File: src/rtl/mips_pkg.sv
// rtl/mips_pkg.sv - shared constants and class helpers for the decode-side hazard/forward unit
package mips_pkg;

    localparam int REG_W = 5;
    localparam int OPC_W = 6;

    localparam logic [1:0] CLS_RALU  = 2'b00;
    localparam logic [1:0] CLS_IALU  = 2'b01;
    localparam logic [1:0] CLS_LOAD  = 2'b10;
    localparam logic [1:0] CLS_STORE = 2'b11;

    localparam logic [1:0] FWD_REG = 2'b00;
    localparam logic [1:0] FWD_EX  = 2'b01;
    localparam logic [1:0] FWD_DM  = 2'b10;
    localparam logic [1:0] FWD_WB  = 2'b11;

    // Only R-ALU and STORE read the second source register.
    function automatic logic cls_uses_b(input logic [1:0] cls);
        return (cls == CLS_RALU) || (cls == CLS_STORE);
    endfunction

endpackage

File: src/rtl/hazard_forward_unit_if.sv
// rtl/hazard_forward_unit_if.sv - decode-side inputs and register-bank-side outputs of the hazard/forward unit
interface hazard_forward_unit_if #(
    parameter int REG_W = mips_pkg::REG_W,
    parameter int OPC_W = mips_pkg::OPC_W
);
    logic             in_valid;
    logic [OPC_W-1:0] opcode;
    logic [REG_W-1:0] ra_in;
    logic [REG_W-1:0] rb_in;
    logic [REG_W-1:0] rw_in;
    logic             stall;
    logic             out_valid;
    logic [REG_W-1:0] RA;
    logic [REG_W-1:0] RB;
    logic             imm_sel;
    logic [1:0]       mux_sel_A;
    logic [1:0]       mux_sel_B;
    logic [REG_W-1:0] RW_ex;
    logic [REG_W-1:0] RW_dm;
    logic [REG_W-1:0] RW_wb;
    logic             we_wb;

    // Decoder / test driver side.
    modport master (
        output in_valid, opcode, ra_in, rb_in, rw_in,
        input  stall, out_valid, RA, RB, imm_sel, mux_sel_A, mux_sel_B,
        input  RW_ex, RW_dm, RW_wb, we_wb
    );

    // Hazard/forward unit side.
    modport slave (
        input  in_valid, opcode, ra_in, rb_in, rw_in,
        output stall, out_valid, RA, RB, imm_sel, mux_sel_A, mux_sel_B,
        output RW_ex, RW_dm, RW_wb, we_wb
    );
endinterface

File: src/rtl/hazard_forward_unit_fwd_select.sv
// rtl/hazard_forward_unit_fwd_select.sv - per-source forwarding select, youngest producer wins
module fwd_select #(
    parameter int REG_W = mips_pkg::REG_W
) (
    input  logic [REG_W-1:0] s,
    input  logic             used,
    input  logic [REG_W-1:0] rw_rb,
    input  logic             wr_rb,
    input  logic [REG_W-1:0] rw_ex,
    input  logic [REG_W-1:0] rw_dm,
    output logic [1:0]       sel
);
    import mips_pkg::*;

    // Check producers from youngest to oldest; R0 and unused sources read the register file.
    always_comb begin
        sel = FWD_REG;
        if (used && (s != '0)) begin
            if (wr_rb && (s == rw_rb)) begin
                sel = FWD_EX;
            end else if (s == rw_ex) begin
                sel = FWD_DM;
            end else if (s == rw_dm) begin
                sel = FWD_WB;
            end
        end
    end
endmodule

File: src/rtl/hazard_forward_unit.sv
// rtl/hazard_forward_unit.sv - load-use stall, forwarding selects and destination tracking (optional HFU_PERF_CNT_EN stall counter)
module hazard_forward_unit #(
    parameter int REG_W = mips_pkg::REG_W,
    parameter int OPC_W = mips_pkg::OPC_W
) (
    input  logic clk,
    input  logic rst,
    hazard_forward_unit_if.slave bus
`ifdef HFU_PERF_CNT_EN
    ,
    output logic [15:0] stall_cnt
`endif
);
    import mips_pkg::*;

    logic [1:0]       cls;
    logic             use_b;
    logic             stall_c;
    logic [REG_W-1:0] rw_rb;
    logic             wr_rb;
    logic             ld_rb;
    logic [1:0]       sel_a;
    logic [1:0]       sel_b;

    assign cls   = bus.opcode[OPC_W-1 -: 2];
    assign use_b = cls_uses_b(cls);

    // A load in the reg-bank stage cannot forward yet; hold decode one cycle if its result is read.
    assign stall_c = !rst && bus.in_valid && ld_rb && (rw_rb != '0) &&
                     ((bus.ra_in == rw_rb) || (use_b && (bus.rb_in == rw_rb)));
    assign bus.stall = stall_c;

    fwd_select #(.REG_W(REG_W)) u_sel_a (
        .s     (bus.ra_in),
        .used  (1'b1),
        .rw_rb (rw_rb),
        .wr_rb (wr_rb),
        .rw_ex (bus.RW_ex),
        .rw_dm (bus.RW_dm),
        .sel   (sel_a)
    );

    fwd_select #(.REG_W(REG_W)) u_sel_b (
        .s     (bus.rb_in),
        .used  (use_b),
        .rw_rb (rw_rb),
        .wr_rb (wr_rb),
        .rw_ex (bus.RW_ex),
        .rw_dm (bus.RW_dm),
        .sel   (sel_b)
    );

    // Reg-bank stage load-or-bubble, plus the unconditional shift of destinations down the pipe.
    always_ff @(posedge clk or posedge rst) begin
        if (rst) begin
            bus.out_valid <= 1'b0;
            bus.RA        <= '0;
            bus.RB        <= '0;
            bus.imm_sel   <= 1'b0;
            bus.mux_sel_A <= FWD_REG;
            bus.mux_sel_B <= FWD_REG;
            bus.RW_ex     <= '0;
            bus.RW_dm     <= '0;
            bus.RW_wb     <= '0;
            bus.we_wb     <= 1'b0;
            rw_rb         <= '0;
            wr_rb         <= 1'b0;
            ld_rb         <= 1'b0;
        end else begin
            bus.RW_wb <= bus.RW_dm;
            bus.RW_dm <= bus.RW_ex;
            bus.RW_ex <= wr_rb ? rw_rb : '0;
            bus.we_wb <= (bus.RW_dm != '0);
            if (bus.in_valid && !stall_c) begin
                bus.out_valid <= 1'b1;
                bus.RA        <= bus.ra_in;
                bus.RB        <= bus.rb_in;
                bus.imm_sel   <= (cls != CLS_RALU);
                bus.mux_sel_A <= sel_a;
                bus.mux_sel_B <= sel_b;
                rw_rb         <= bus.rw_in;
                wr_rb         <= (cls != CLS_STORE);
                ld_rb         <= (cls == CLS_LOAD);
            end else begin
                bus.out_valid <= 1'b0;
                bus.imm_sel   <= 1'b0;
                bus.mux_sel_A <= FWD_REG;
                bus.mux_sel_B <= FWD_REG;
                wr_rb         <= 1'b0;
                ld_rb         <= 1'b0;
            end
        end
    end

`ifdef HFU_PERF_CNT_EN
    // Saturating count of cycles spent stalled.
    always_ff @(posedge clk or posedge rst) begin
        if (rst) begin
            stall_cnt <= '0;
        end else if (stall_c && (stall_cnt != 16'hFFFF)) begin
            stall_cnt <= stall_cnt + 16'd1;
        end
    end
`endif

endmodule
File: src/flat_wrapper.sv
// flat-port wrapper written by rule: the top's interface ports become plain ports
module hazard_forward_unit_flat import mips_pkg::*;
#(
    parameter int REG_W = mips_pkg::REG_W,
    parameter int OPC_W = mips_pkg::OPC_W
)
  (clk, rst, bus_in_valid, bus_opcode, bus_ra_in, bus_rb_in, bus_rw_in, bus_stall, bus_out_valid, bus_RA, bus_RB, bus_imm_sel, bus_mux_sel_A, bus_mux_sel_B, bus_RW_ex, bus_RW_dm, bus_RW_wb, bus_we_wb);
  hazard_forward_unit_if #(.REG_W(REG_W), .OPC_W(OPC_W)) bus_i ();
  input  logic clk;
  input  logic rst;
  input wire logic [$bits(bus_i.in_valid)-1:0] bus_in_valid;
  input wire logic [$bits(bus_i.opcode)-1:0] bus_opcode;
  input wire logic [$bits(bus_i.ra_in)-1:0] bus_ra_in;
  input wire logic [$bits(bus_i.rb_in)-1:0] bus_rb_in;
  input wire logic [$bits(bus_i.rw_in)-1:0] bus_rw_in;
  output wire logic [$bits(bus_i.stall)-1:0] bus_stall;
  output wire logic [$bits(bus_i.out_valid)-1:0] bus_out_valid;
  output wire logic [$bits(bus_i.RA)-1:0] bus_RA;
  output wire logic [$bits(bus_i.RB)-1:0] bus_RB;
  output wire logic [$bits(bus_i.imm_sel)-1:0] bus_imm_sel;
  output wire logic [$bits(bus_i.mux_sel_A)-1:0] bus_mux_sel_A;
  output wire logic [$bits(bus_i.mux_sel_B)-1:0] bus_mux_sel_B;
  output wire logic [$bits(bus_i.RW_ex)-1:0] bus_RW_ex;
  output wire logic [$bits(bus_i.RW_dm)-1:0] bus_RW_dm;
  output wire logic [$bits(bus_i.RW_wb)-1:0] bus_RW_wb;
  output wire logic [$bits(bus_i.we_wb)-1:0] bus_we_wb;
  assign bus_i.in_valid = bus_in_valid;
  assign bus_i.opcode = bus_opcode;
  assign bus_i.ra_in = bus_ra_in;
  assign bus_i.rb_in = bus_rb_in;
  assign bus_i.rw_in = bus_rw_in;
  assign bus_stall = bus_i.stall;
  assign bus_out_valid = bus_i.out_valid;
  assign bus_RA = bus_i.RA;
  assign bus_RB = bus_i.RB;
  assign bus_imm_sel = bus_i.imm_sel;
  assign bus_mux_sel_A = bus_i.mux_sel_A;
  assign bus_mux_sel_B = bus_i.mux_sel_B;
  assign bus_RW_ex = bus_i.RW_ex;
  assign bus_RW_dm = bus_i.RW_dm;
  assign bus_RW_wb = bus_i.RW_wb;
  assign bus_we_wb = bus_i.we_wb;
  hazard_forward_unit #(.REG_W(REG_W), .OPC_W(OPC_W)) u_core (.clk(clk), .rst(rst), .bus(bus_i));
endmodule
File: config.mk
export PLATFORM = sky130hd
export DESIGN_NAME = hazard_forward_unit_flat
export DESIGN_NICKNAME = d
export VERILOG_FILES = /design/src/rtl/mips_pkg.sv /design/src/rtl/hazard_forward_unit_if.sv /design/src/rtl/hazard_forward_unit_fwd_select.sv /design/src/rtl/hazard_forward_unit.sv /design/src/flat_wrapper.sv
export SDC_FILE = /design/constraint.sdc
export NUM_CORES = 1
export LEC_CHECK = 0
export ABC_CLOCK_PERIOD_IN_PS = 2100
export BUFFER_PORTS_ARGS = -buffer_cell sky130_fd_sc_hd__buf_2
export CORE_UTILIZATION = 42
export CTS_CLUSTER_DIAMETER = 120
export DETAILED_ROUTE_END_ITERATION = 7
export GPL_ROUTABILITY_DRIVEN = 0
export MAX_ROUTING_LAYER = met4
export PLACE_DENSITY = 0.68
export SETUP_SLACK_MARGIN = 0.3
export SYNTH_ARGS = -nofsm -noshare
export SYNTH_HDL_FRONTEND = slang
export SYNTH_SLANG_ARGS = --single-unit
File: constraint.sdc
create_clock -name clk -period 2.1 [get_ports clk]
set_clock_uncertainty 0.2 [all_clocks]
set_input_delay 0.105 -clock clk [delete_from_list [all_inputs] [get_ports clk]]
set_output_delay 0.105 -clock clk [all_outputs]
set_load 0.05 [all_outputs]
# == Yosys cells after proc, flatten, opt, wreduce, memory -nomap -nowiden ==
# Index checks and enable logic that the tools add are counted.
# op_classes
n_reduce_logical,19
n_mux,15
n_eq_ne,9
# op_table
operator,count
5-bit equality test,6
2-bit two-way mux,10
5-bit nonzero test,4
1-bit logical AND,9
5-bit two-way mux,1
2-bit equality test (second input constant),2
1-bit two-way mux,4
1-bit zero test,2
2-bit zero test,1
1-bit logical OR,2
2-bit != test (second input constant),1
2-bit nonzero test,1
# totals
register_bits,39
elab_cells,56
output_inout_bits,33

# == Logic depth before layout (Yosys ltp) ==
# Gate-level depths: netlist of run 1.
# logic_depth
ltp_word,8
ltp_mapped,7

# == By module ==
# A second synthesis of run 1 with hierarchy kept.
# hier_totals
cells_unflattened,225
hier_area_um2,2308.5
# modules_own_cells
mod,instances,area_per_inst_um2,cells_each,seq_area_each_um2
hazard_forward_unit,1,1898.1,173,975.9
fwd_select,2,205.2,26,0.0

# == Least setup slack after synthesis of run 1 ==
# OpenSTA, ideal clock, no wires.
# synth_path
kind,input to output
start,in rst
end,out bus_stall
arrival_time_ps,2097
n_path_buf,0
path_slack_ps,-302
stages,5
path_cell_list,inv_1 -> nand2_1 -> a21oi_1 -> o21ai_4 -> nor2_1
# synth_via
elab_chain_cells,5
# synth_lines
item,line,source
"start, declared",flat_wrapper.sv:10,input logic rst;
1-bit zero test,hazard_forward_unit.sv:29,assign stall_c = !rst && bus.in_valid && ld_rb && (rw_rb != '0) &&
1-bit logical AND (4 in series),hazard_forward_unit.sv:29,
"end, declared",flat_wrapper.sv:16,output wire logic [$bits(bus_i.stall)-1:0] bus_stall;
# Every way passes these cells.

# == Final worst setup path of run 1 ==
# layout_path
start,reg u_core.rw_rb[0]
end,reg u_core.bus.RB[4]
# layout_via
elab_chain_cells,6
elab_cells_between_ends,9
classes_between,2 x eq/ne; 7 x reduce/logical
# layout_lines
item,line,source
"start, declared",hazard_forward_unit.sv:19,logic [REG_W-1:0] rw_rb;
"start signal, assigned",hazard_forward_unit.sv:81,rw_rb <= bus.rw_in;
5-bit equality test,hazard_forward_unit.sv:30,((bus.ra_in == rw_rb) || (use_b && (bus.rb_in == rw_rb)));
1-bit logical AND,hazard_forward_unit.sv:30,
1-bit logical OR,hazard_forward_unit.sv:30,
1-bit logical AND (*),hazard_forward_unit.sv:29,
1-bit zero test (*),hazard_forward_unit.sv:74,if (bus.in_valid && !stall_c) begin
1-bit logical AND (*),hazard_forward_unit.sv:74,
"end signal, assigned",hazard_forward_unit.sv:77,bus.RB <= bus.rb_in;
"end, declared",hazard_forward_unit_if.sv:33,"output stall, out_valid, RA, RB, imm_sel, mux_sel_A, mux_sel_B,"
# Mark *: on every way between the ends. The rest lies on a longest branch, timed or not.
# A chain may end at the register's enable or synchronous reset.

==> results.json, run 1 <==
{
  "post-route-period-util": 0.971,
  "relSlewSlack": 0.681,
  "final_cell_mix": "buf_2 (51), dfrtp_1 (34), dlygate4sd3_1 (20)",
  "cts_tree": "built",
  "antenna_cells": 0,
  "path_delay_family": "flip-flops",
  "clk_pin_slew_ns": 0.07,
  "area_delta_synth_final_pct": 51.4,
  "place_inst": 249,
  "fin_crit_ns": 2.04,
  "drive_above_1_share": 0.471,
  "cts_buffer_depth": 2,
  "start_util": 0.446,
  "overflow": 0,
  "slew_violations": 0,
  "endpoint_kind": "register",
  "syn-num-nets": 173,
  "critical_path_buf_inv_count": 2,
  "via_count": 1435,
  "grt_pass1_wl_um": 7060,
  "synth_enable_flop_cells": 0,
  "worstMarginPinSlew_ns": 0.479,
  "drtPass1Iterations": 4,
  "ys_seq_area_frac": 0.536,
  "power.total_w": 0.00189,
  "ys.warnings.count": 0,
  "instances_no_fill": 294,
  "whs_path_depth": 3,
  "worstPathCellList": "xnor2_2 > nand2_2 > nor3_4 > o21ai_4 > buf_12 > nand2_8 > buf_12 > mux2_4",
  "syn_avg_cell_area_um2": 12.5,
  "avgRoutedWirePerCell_um": 15.8,
  "fp.dieH_um": 67.9,
  "fmax_mhz": 490,
  "crit_cells": 8,
  "hold_viol": 0,
  "grt_max_degree": 40,
  "slowest_stage": "dfrtp_2",
  "drtAntennaViolNets": 0,
  "syn_area_um2": 1820,
  "root_buffer": "clkbuf_8",
  "ios": 57,
  "routed_wl_um": 4640,
  "gr-usage-all-layers": 0.221,
  "yosysUniqueCellTypes": 31,
  "num_rows": 23,
  "synth_seq_cells": 39,
  "final_common_cell": "buf_2",
  "grt_pass1_vias": 1489,
  "maxCapViolCount": 0,
  "fin_nets": 272,
  "whs_ns": 0.0158,
  "critical_path_arrival_ns": 2.02,
  "worstPathMaxFanout": 8,
  "setup_viol": 0,
  "antenna_found_initial": 0,
  "core_area_um2": 4090,
  "route.detailed.drc": 0,
  "ir_drop_mv": 0.354,
  "io_buffers": 52,
  "rsz0062_at_grt": "yes",
  "cp.required_ns": 2.08,
  "hpwl_um": 3000,
  "crit_top_cell": "buf_12",
  "synthArstFlopShare": 1.00,
  "die-width_um": 67.9,
  "fp.dieArea_um2": 4600,
  "routed_via_density": 4.88,
  "synth_ff_type": "dfrtp_1",
  "clock_latency_ns": 0.29,
  "cp_slowest_stage_delay_ns": 0.46,
  "h-tree-depth": 2,
  "rrSetupSlack_ns": 0.06,
  "drt-initial-drc-count": 63,
  "netlist_instances": 146,
  "outcome": "complete, no violations",
  "p_leak_nw": 1.37,
  "power_density_nw_per_um2": 685,
  "hold_start": "bus_opcode[5]",
  "hold-path-endpoint": "u_core.ld_rb$_DFF_PP0_",
  "r2r_cells": 8,
  "hp-class": "input port to register",
  "critPathLaunchType": "register",
  "path_class": "register to register",
  "cts.sinks": 39,
  "reg2reg_from": "u_core.rw_rb[0]$_DFFE_PP0P_",
  "cts_buffers": 5,
  "rr_endpoint": "u_core.bus.RB[4]$_DFFE_PP0P_"
}
==> logic make-up (layout without fill, tap and decap cells) <==
family          count (synthesis)  in the layout  synth area share
buf+inv                         8            106            0.0227
flops                          39             39             0.536
fa+ha+maj                       3              3            0.0206
mux                            10             10            0.0783
simple gates                   38             38             0.117
compound gates                 18             18            0.0810
xor+xnor                       30             30             0.144
==> worst reg2reg max path, cell delays in order (launching register included) <==
cell     delay (ns)
dfrtp_2        0.46
xnor2_2        0.17
nand2_2        0.10
nor3_4         0.24
o21ai_4        0.09
buf_12         0.14
nand2_8        0.12
buf_12         0.13
mux2_4         0.29
==> synth_stat cells (all sizes together), types with 3 or more instances <==
master | count | area (um2)
a21boi | 5 | 37.5
and2 | 6 | 37.5
dfrtp | 39 | 976
ha | 3 | 37.5
inv | 6 | 25.0
mux2 | 10 | 143
nand2 | 6 | 30.0
nand3 | 6 | 35.0
nor2 | 6 | 22.5
nor3 | 8 | 50.1
o22a | 5 | 43.8
xnor2 | 17 | 149
xor2 | 13 | 114
==> through the flow <==
stage	setup TNS (ns)	instance area, um2	utilization	worst slack [ns]
floorplan	0	1850	-	0.241
detailed placement	0	2180	0.534	0.0430
CTS	0	2570	0.629	0.0399
finish	0	2760	0.675	0.0605
global placement	0	2180	0.534	0.124
global route	-0.0956	2760	0.675	-0.0248
==> sequential cells by signal (all words and copies together) (netlist names) <==
| name | count |
|---|---|
| u_core.ld_rb | 1 |
| u_core.bus.RW_dm | 5 |
| u_core.bus.we_wb | 1 |
| u_core.bus.out_valid | 1 |
| u_core.bus.mux_sel_A | 2 |
| u_core.bus.RB | 5 |
| u_core.bus.RA | 5 |
| u_core.wr_rb | 1 |
| u_core.bus.imm_sel | 1 |
| u_core.bus.RW_ex | 5 |
| u_core.bus.mux_sel_B | 2 |
| u_core.rw_rb | 5 |
| u_core.bus.RW_wb | 5 |
==> what timing repair did <==
item / 4_1_cts / 5_1_grt
setup endpoints to repair: 20 / 22
setup buffers: 8 / 11
gates resized for setup: 13 / 16
pin swaps: 10 / 5
hold buffers: 20 / 0
hold endpoints to repair: 57 / 0
==> layout make-up <==
cell class	count	area, um2
inverter	6	31.3
tap	50	62.6
fill	324	1330
clock buffer	6	72.6
timing repair buffer	94	683
multi-input combinational	99	927
sequential	39	982
==> worst max-delay path by stage <==
stage	from	end	slack [ns]
global placement	u_core.rw_rb[0]$_DFFE_PP0P_	u_core.bus.RB[2]$_DFFE_PP0P_	0.12
global route	u_core.rw_rb[0]$_DFFE_PP0P_	u_core.bus.RB[1]$_DFFE_PP0P_	-0.02
CTS	u_core.rw_rb[4]$_DFFE_PP0P_	bus_stall	0.04
detailed placement	u_core.rw_rb[0]$_DFFE_PP0P_	u_core.bus.RB[2]$_DFFE_PP0P_	0.04
floorplan	rst	u_core.bus.RA[0]$_DFFE_PP0P_	0.24
finish	u_core.rw_rb[0]$_DFFE_PP0P_	u_core.bus.RB[4]$_DFFE_PP0P_	0.06
==> report_power, final <==
| group | total (W) | switching (W) | internal [W] |
|---|---|---|---|
| sequential | 0.000873 | 0.0000615 | 0.000812 |
| clock | 0.000450 | 0.000229 | 0.000221 |
| combinational | 0.000566 | 0.000337 | 0.000229 |
==> metal layers <==
metal	GRT usage	part of all wire	vias to the layer above	wire (um)
met5	-	0	-	0
met1	0.268	0.44	692	2040
met3	0.0667	0.060	6	278
li1	-	-	690	-
met4	0.0781	0.0095	0	44
met2	0.349	0.49	47	2270
Power figures use the tool's default switching activity.
==> run 2, diff against run 1 <==
--- a/config.mk
+++ b/config.mk
@@ -8,4 +8,5 @@
 export ABC_CLOCK_PERIOD_IN_PS = 2100
 export BUFFER_PORTS_ARGS = -buffer_cell sky130_fd_sc_hd__buf_2
+export CORE_ASPECT_RATIO = 0.5
 export CORE_UTILIZATION = 42
 export CTS_CLUSTER_DIAMETER = 120
==> constraint.sdc (replaced) <==
create_clock -name clk -period 2.1 [get_ports clk]
set_clock_uncertainty 0.2 [all_clocks]
set_input_delay 0.315 -clock clk [delete_from_list [all_inputs] [get_ports clk]]
set_output_delay 0.315 -clock clk [all_outputs]
set_load 0.05 [all_outputs]
==> run 2 against run 1 <==
The run now ends with setup timing left. Register-to-register slack got worse by 0.13 ns. Utilization decreased by 2.2 points. Non-clock buffer count decreased by 14. Final cell count decreased by 2.7%. Worst setup slack got worse by 0.15 ns. Clock-buffer cell count unchanged. Hold slack got worse by 0.0014 ns. Critical endpoint is now bus_stall. Highest routed layer unchanged.
==> results.json, run 2 (synthesis results as in run 1) <==
{
  "gr-usage-all-layers": 0.227,
  "ios": 57,
  "setup_viol": 11,
  "num_rows": 16,
  "power.total_w": 0.00203,
  "hold_viol": 0,
  "overflow": 0,
  "path_class": "register to output pin",
  "drive_above_1_share": 0.522,
  "drtPass1Iterations": 4,
  "core_area_um2": 4020,
  "fmax_mhz": 457,
  "hpwl_um": 3160,
  "fin_tns_setup_ns": -0.495,
  "route.detailed.drc": 0,
  "grt_pass1_wl_um": 7510,
  "reg2reg_from": "u_core.rw_rb[1]$_DFFE_PP0P_",
  "hp-class": "input port to asynchronous set/reset pin",
  "fin_crit_ns": 2.19,
  "maxCapViolCount": 0,
  "routed_wl_um": 4630,
  "p_leak_nw": 1.30,
  "drtAntennaViolNets": 0,
  "die-width_um": 95.1,
  "violations": "setup timing",
  "clock_latency_ns": 0.30,
  "cts_buffer_depth": 2,
  "slew_violations": 0,
  "crit_start": "u_core.rw_rb[1]$_DFFE_PP0P_",
  "cp.required_ns": 1.58,
  "post-route-period-util": 1.04,
  "start_util": 0.453,
  "final_cell_mix": "buf_2 (51), dfrtp_1 (36), buf_4 (25)",
  "area_delta_synth_final_pct": 44.2,
  "ir_drop_mv": 0.427,
  "root_buffer": "clkbuf_8",
  "final_common_cell": "buf_2",
  "antenna_cells": 0,
  "setup_slack_ns": -0.0896,
  "clk_pin_slew_ns": 0.08,
  "fp.dieH_um": 48.6,
  "critPathLaunchType": "register",
  "cts_buffers": 5,
  "cts_tree": "built",
  "fillers": 309,
  "fp.dieArea_um2": 4620,
  "cts_hold_buffers": 0,
  "grt_max_degree": 40,
  "via_count": 1440,
  "grt_pass1_vias": 1492,
  "worstPathMaxFanout": 3,
  "r2r_cells": 9,
  "rsz0062_at_grt": "yes",
  "place_inst": 269,
  "routed_via_density": 5.03,
  "io_buffers": 52,
  "cts.sinks": 39,
  "fin_nets": 259,
  "worstMarginPinSlew_ns": 0.491,
  "drt-initial-drc-count": 58,
  "endpoint_kind": "output pin",
  "rrSetupSlack_ns": -0.07,
  "power_density_nw_per_um2": 773,
  "antenna_found_initial": 0,
  "instances_no_fill": 286,
  "outcome": "complete, but fails checks",
  "rr_endpoint": "u_core.bus.RB[3]$_DFFE_PP0P_",
  "critical_path_arrival_ns": 1.67,
  "h-tree-depth": 2,
  "relSlewSlack": 0.673,
  "avgRoutedWirePerCell_um": 16.2
}
## run 2: worst max path at each step
stage	endpoint	slack, ns	cells after the start
after global routing	bus_stall	-0.18	6
after floorplan	u_core.bus.RA[0]$_DFFE_PP0P_	0.02	7
after global placement	u_core.bus.RB[3]$_DFFE_PP0P_	-0.03	8
final	bus_stall	-0.09	6
after CTS	bus_stall	-0.05	6
after detailed placement	u_core.bus.RB[3]$_DFFE_PP0P_	-0.07	8
## run 2: through the flow
stage	setup slack (ns)	hold slack [ns]	util	cell area [um2]
after floorplan	0.0195	0.0954	-	1850
after global placement	-0.0328	0.253	0.573	2300
after detailed placement	-0.0702	0.242	0.573	2300
after CTS	-0.0532	0.0232	0.623	2500
after global routing	-0.176	0.0442	0.653	2630
final	-0.0896	0.0144	0.653	2630
## run 2: area by class of cell
cell class | count | area, um2 | share of cell area
Clock buffer | 6 | 72.6 | 0.0276
Clock inverter | 1 | 30.0 | 0.0114
Inverter | 6 | 33.8 | 0.0129
Multi-Input combinational cell | 100 | 955 | 0.364
Sequential cell | 39 | 980 | 0.373
Tap cell | 54 | 67.6 | 0.0257
Timing Repair Buffer | 80 | 488 | 0.186
## run 2: what timing repair did
action | 4_1_cts | 5_1_grt
hold endpoints to repair | 0 | 0
pin swaps | 3 | 7
gates resized for setup | 11 | 15
setup buffers | 5 | 4
setup endpoints to repair | 23 | 23
cloned | 1 | 0
## run 2: report_power, final
| part | switching, W | internal [W] | leakage [nW] |
|---|---|---|---|
| combinational | 0.000343 | 0.000205 | 0.763 |
| sequential | 0.0000551 | 0.000810 | 0.489 |
| clock | 0.000268 | 0.000349 | 0.0513 |
| total | 0.000666 | 0.00136 | 1.30 |
## run 2: metal layers
metal,vias up,global-route usage,routed length [um]
li1,669,-,-
met1,723,0.314,2130
met2,40,0.338,2170
met3,8,0.0425,268
met4,0,0.0732,57
met5,-,-,0
## run 2: worst max-delay path, cell delays in order (launching register included)
cell	delay, ns
dfrtp_1	0.42
xnor2_1	0.24
nand3_2	0.14
nor3_4	0.24
o21ai_4	0.11
nor2_4	0.09
buf_6	0.16
==> run 3, diff against run 2 <==
CORE_UTILIZATION = 45   (was 42)
PLACE_DENSITY = 0.72   (was 0.68)
==> run 3 against run 2 <==
First-iteration DRC count is 17% lower. Hold slack better by 0.015 ns. Global-route usage is 0.48 points higher. The run still ends with setup timing left. Critical endpoint unchanged.
==> results.json, run 3 (synthesis results as in run 1) <==
{
  "hold_viol": 0,
  "worstPathMaxFanout": 3,
  "root_buffer": "clkbuf_8",
  "fin_nets": 253,
  "reg2reg_from": "u_core.rw_rb[2]$_DFFE_PP0P_",
  "cp.required_ns": 1.58,
  "core_area_um2": 3640,
  "cts_buffers": 5,
  "drive_above_1_share": 0.498,
  "grt_pass1_vias": 1277,
  "antenna_cells": 0,
  "slowest_stage": "dfrtp_1",
  "path_delay_family": "simple AND/OR/NAND/NOR gates",
  "critical_path_arrival_ns": 1.64,
  "h-tree-depth": 2,
  "avgRoutedWirePerCell_um": 15.9,
  "rsz0062_at_grt": "yes",
  "final_cell_mix": "buf_2 (51), dfrtp_1 (36), buf_4 (21)",
  "fin_crit_ns": 2.16,
  "p_leak_nw": 1.28,
  "path_class": "register to output pin",
  "hpwl_um": 3030,
  "gr-usage-all-layers": 0.232,
  "fin_tns_setup_ns": -0.0730,
  "cts.sinks": 39,
  "grt_max_degree": 40,
  "ir_drop_mv": 0.370,
  "fin_area_um2": 2530,
  "ios": 57,
  "drtPass1Iterations": 4,
  "crit_start": "u_core.rw_rb[2]$_DFFE_PP0P_",
  "start_util": 0.500,
  "outcome": "complete, but fails checks",
  "cts_tree": "built",
  "hp-class": "input port to asynchronous set/reset pin",
  "cp_slowest_stage_delay_ns": 0.45,
  "relSlewSlack": 0.678,
  "clk_pin_slew_ns": 0.08,
  "place_inst": 264,
  "clock_latency_ns": 0.29,
  "final_common_cell": "buf_2",
  "cts_buffer_depth": 2,
  "endpoint_kind": "output pin",
  "slew_violations": 0,
  "fp.dieArea_um2": 4320,
  "via_count": 1426,
  "antenna_found_initial": 0,
  "setup_slack_ns": -0.0564,
  "instances_no_fill": 278,
  "drtAntennaViolNets": 0,
  "routed_via_density": 5.13,
  "power_density_nw_per_um2": 796,
  "worstPathCellList": "xnor2_1 > nand3_1 > nor3_4 > o21ai_4 > nor2_4 > buf_6",
  "drt-initial-drc-count": 48,
  "routed_wl_um": 4420,
  "setup_viol": 9,
  "grt_pass1_wl_um": 6720,
  "post-route-period-util": 1.03,
  "violations": "setup timing",
  "critical_path_buf_inv_count": 1,
  "io_buffers": 52,
  "whs_ns": 0.0292,
  "critPathLaunchType": "register",
  "maxCapViolCount": 0,
  "route.detailed.drc": 0,
  "place_area_um2": 2290,
  "num_rows": 15,
  "overflow": 0,
  "area_delta_synth_final_pct": 39.1,
  "fp.dieH_um": 47.0,
  "worstMarginPinSlew_ns": 0.483,
  "die-width_um": 92.0,
  "fmax_mhz": 464
}
-- run 3: what timing repair did --
action,CTS,global route
buffers inserted,5,1
gates cloned,0,0
pin swaps,3,8
gates resized for setup,9,6
setup endpoints to repair,21,24
hold buffers,0,0
-- run 3: tightest hold or removal path, stage by stage --
cell and delay (ns):
buf_2 0.11, clkinvlp_4 0.11, buf_4 0.43
-- run 3: final timing paths --
check,end,slack [ns],depth (start not counted)
hold reg to reg,u_core.bus.RW_dm[4]$_DFF_PP0_,0.28,0
max in group asynchronous,u_core.rw_rb[4]$_DFFE_PP0P_,1.31,3
min in group clk,u_core.rw_rb[1]$_DFFE_PP0P_,0.03,2
hold / removal,u_core.bus.we_wb$_DFF_PP0_,0.03,3
setup / recovery,bus_stall,-0.06,6
setup reg to reg,u_core.bus.RA[4]$_DFFE_PP0P_,0,8
-- run 3: layer usage --
layer / routed length [um] / global-route usage / vias up
met5: 0 / - / -
met4: 17 / 0.0844 / 0
met3: 327 / 0.0566 / 2
met2: 2020 / 0.340 / 65
met1: 2050 / 0.317 / 702
li1: - / - / 657
-- run 3: report_power, final --
group          total, W  switching (W)  leakage (nW)  internal [W]
combinational  0.000522       0.000329         0.728      0.000193
clock          0.000629       0.000275        0.0581      0.000354
sequential     0.000866      0.0000559         0.489      0.000810
total           0.00202       0.000660          1.28       0.00136
-- run 3: layout make-up --
class	instances	area, um2
well taps	51	63.8
fillers	270	1110
inverters	6	28.8
clock buffers	5	68.8
clock inverters	3	43.8
repair buffers	75	455
multi-input cells	99	893
flip-flops and latches	39	980
-- run 3: metrics by stage --
step	util	setup WS, ns	power (W)
5_1_grt	0.696	-0.126	0.00210
3_3_place_gp	0.628	-0.0122	0.00135
3_5_place_dp	0.628	-0.0395	0.00136
2_1_floorplan	-	0.0195	0.00121
6_report	0.696	-0.0564	0.00202
4_1_cts	0.685	-0.0307	0.00200
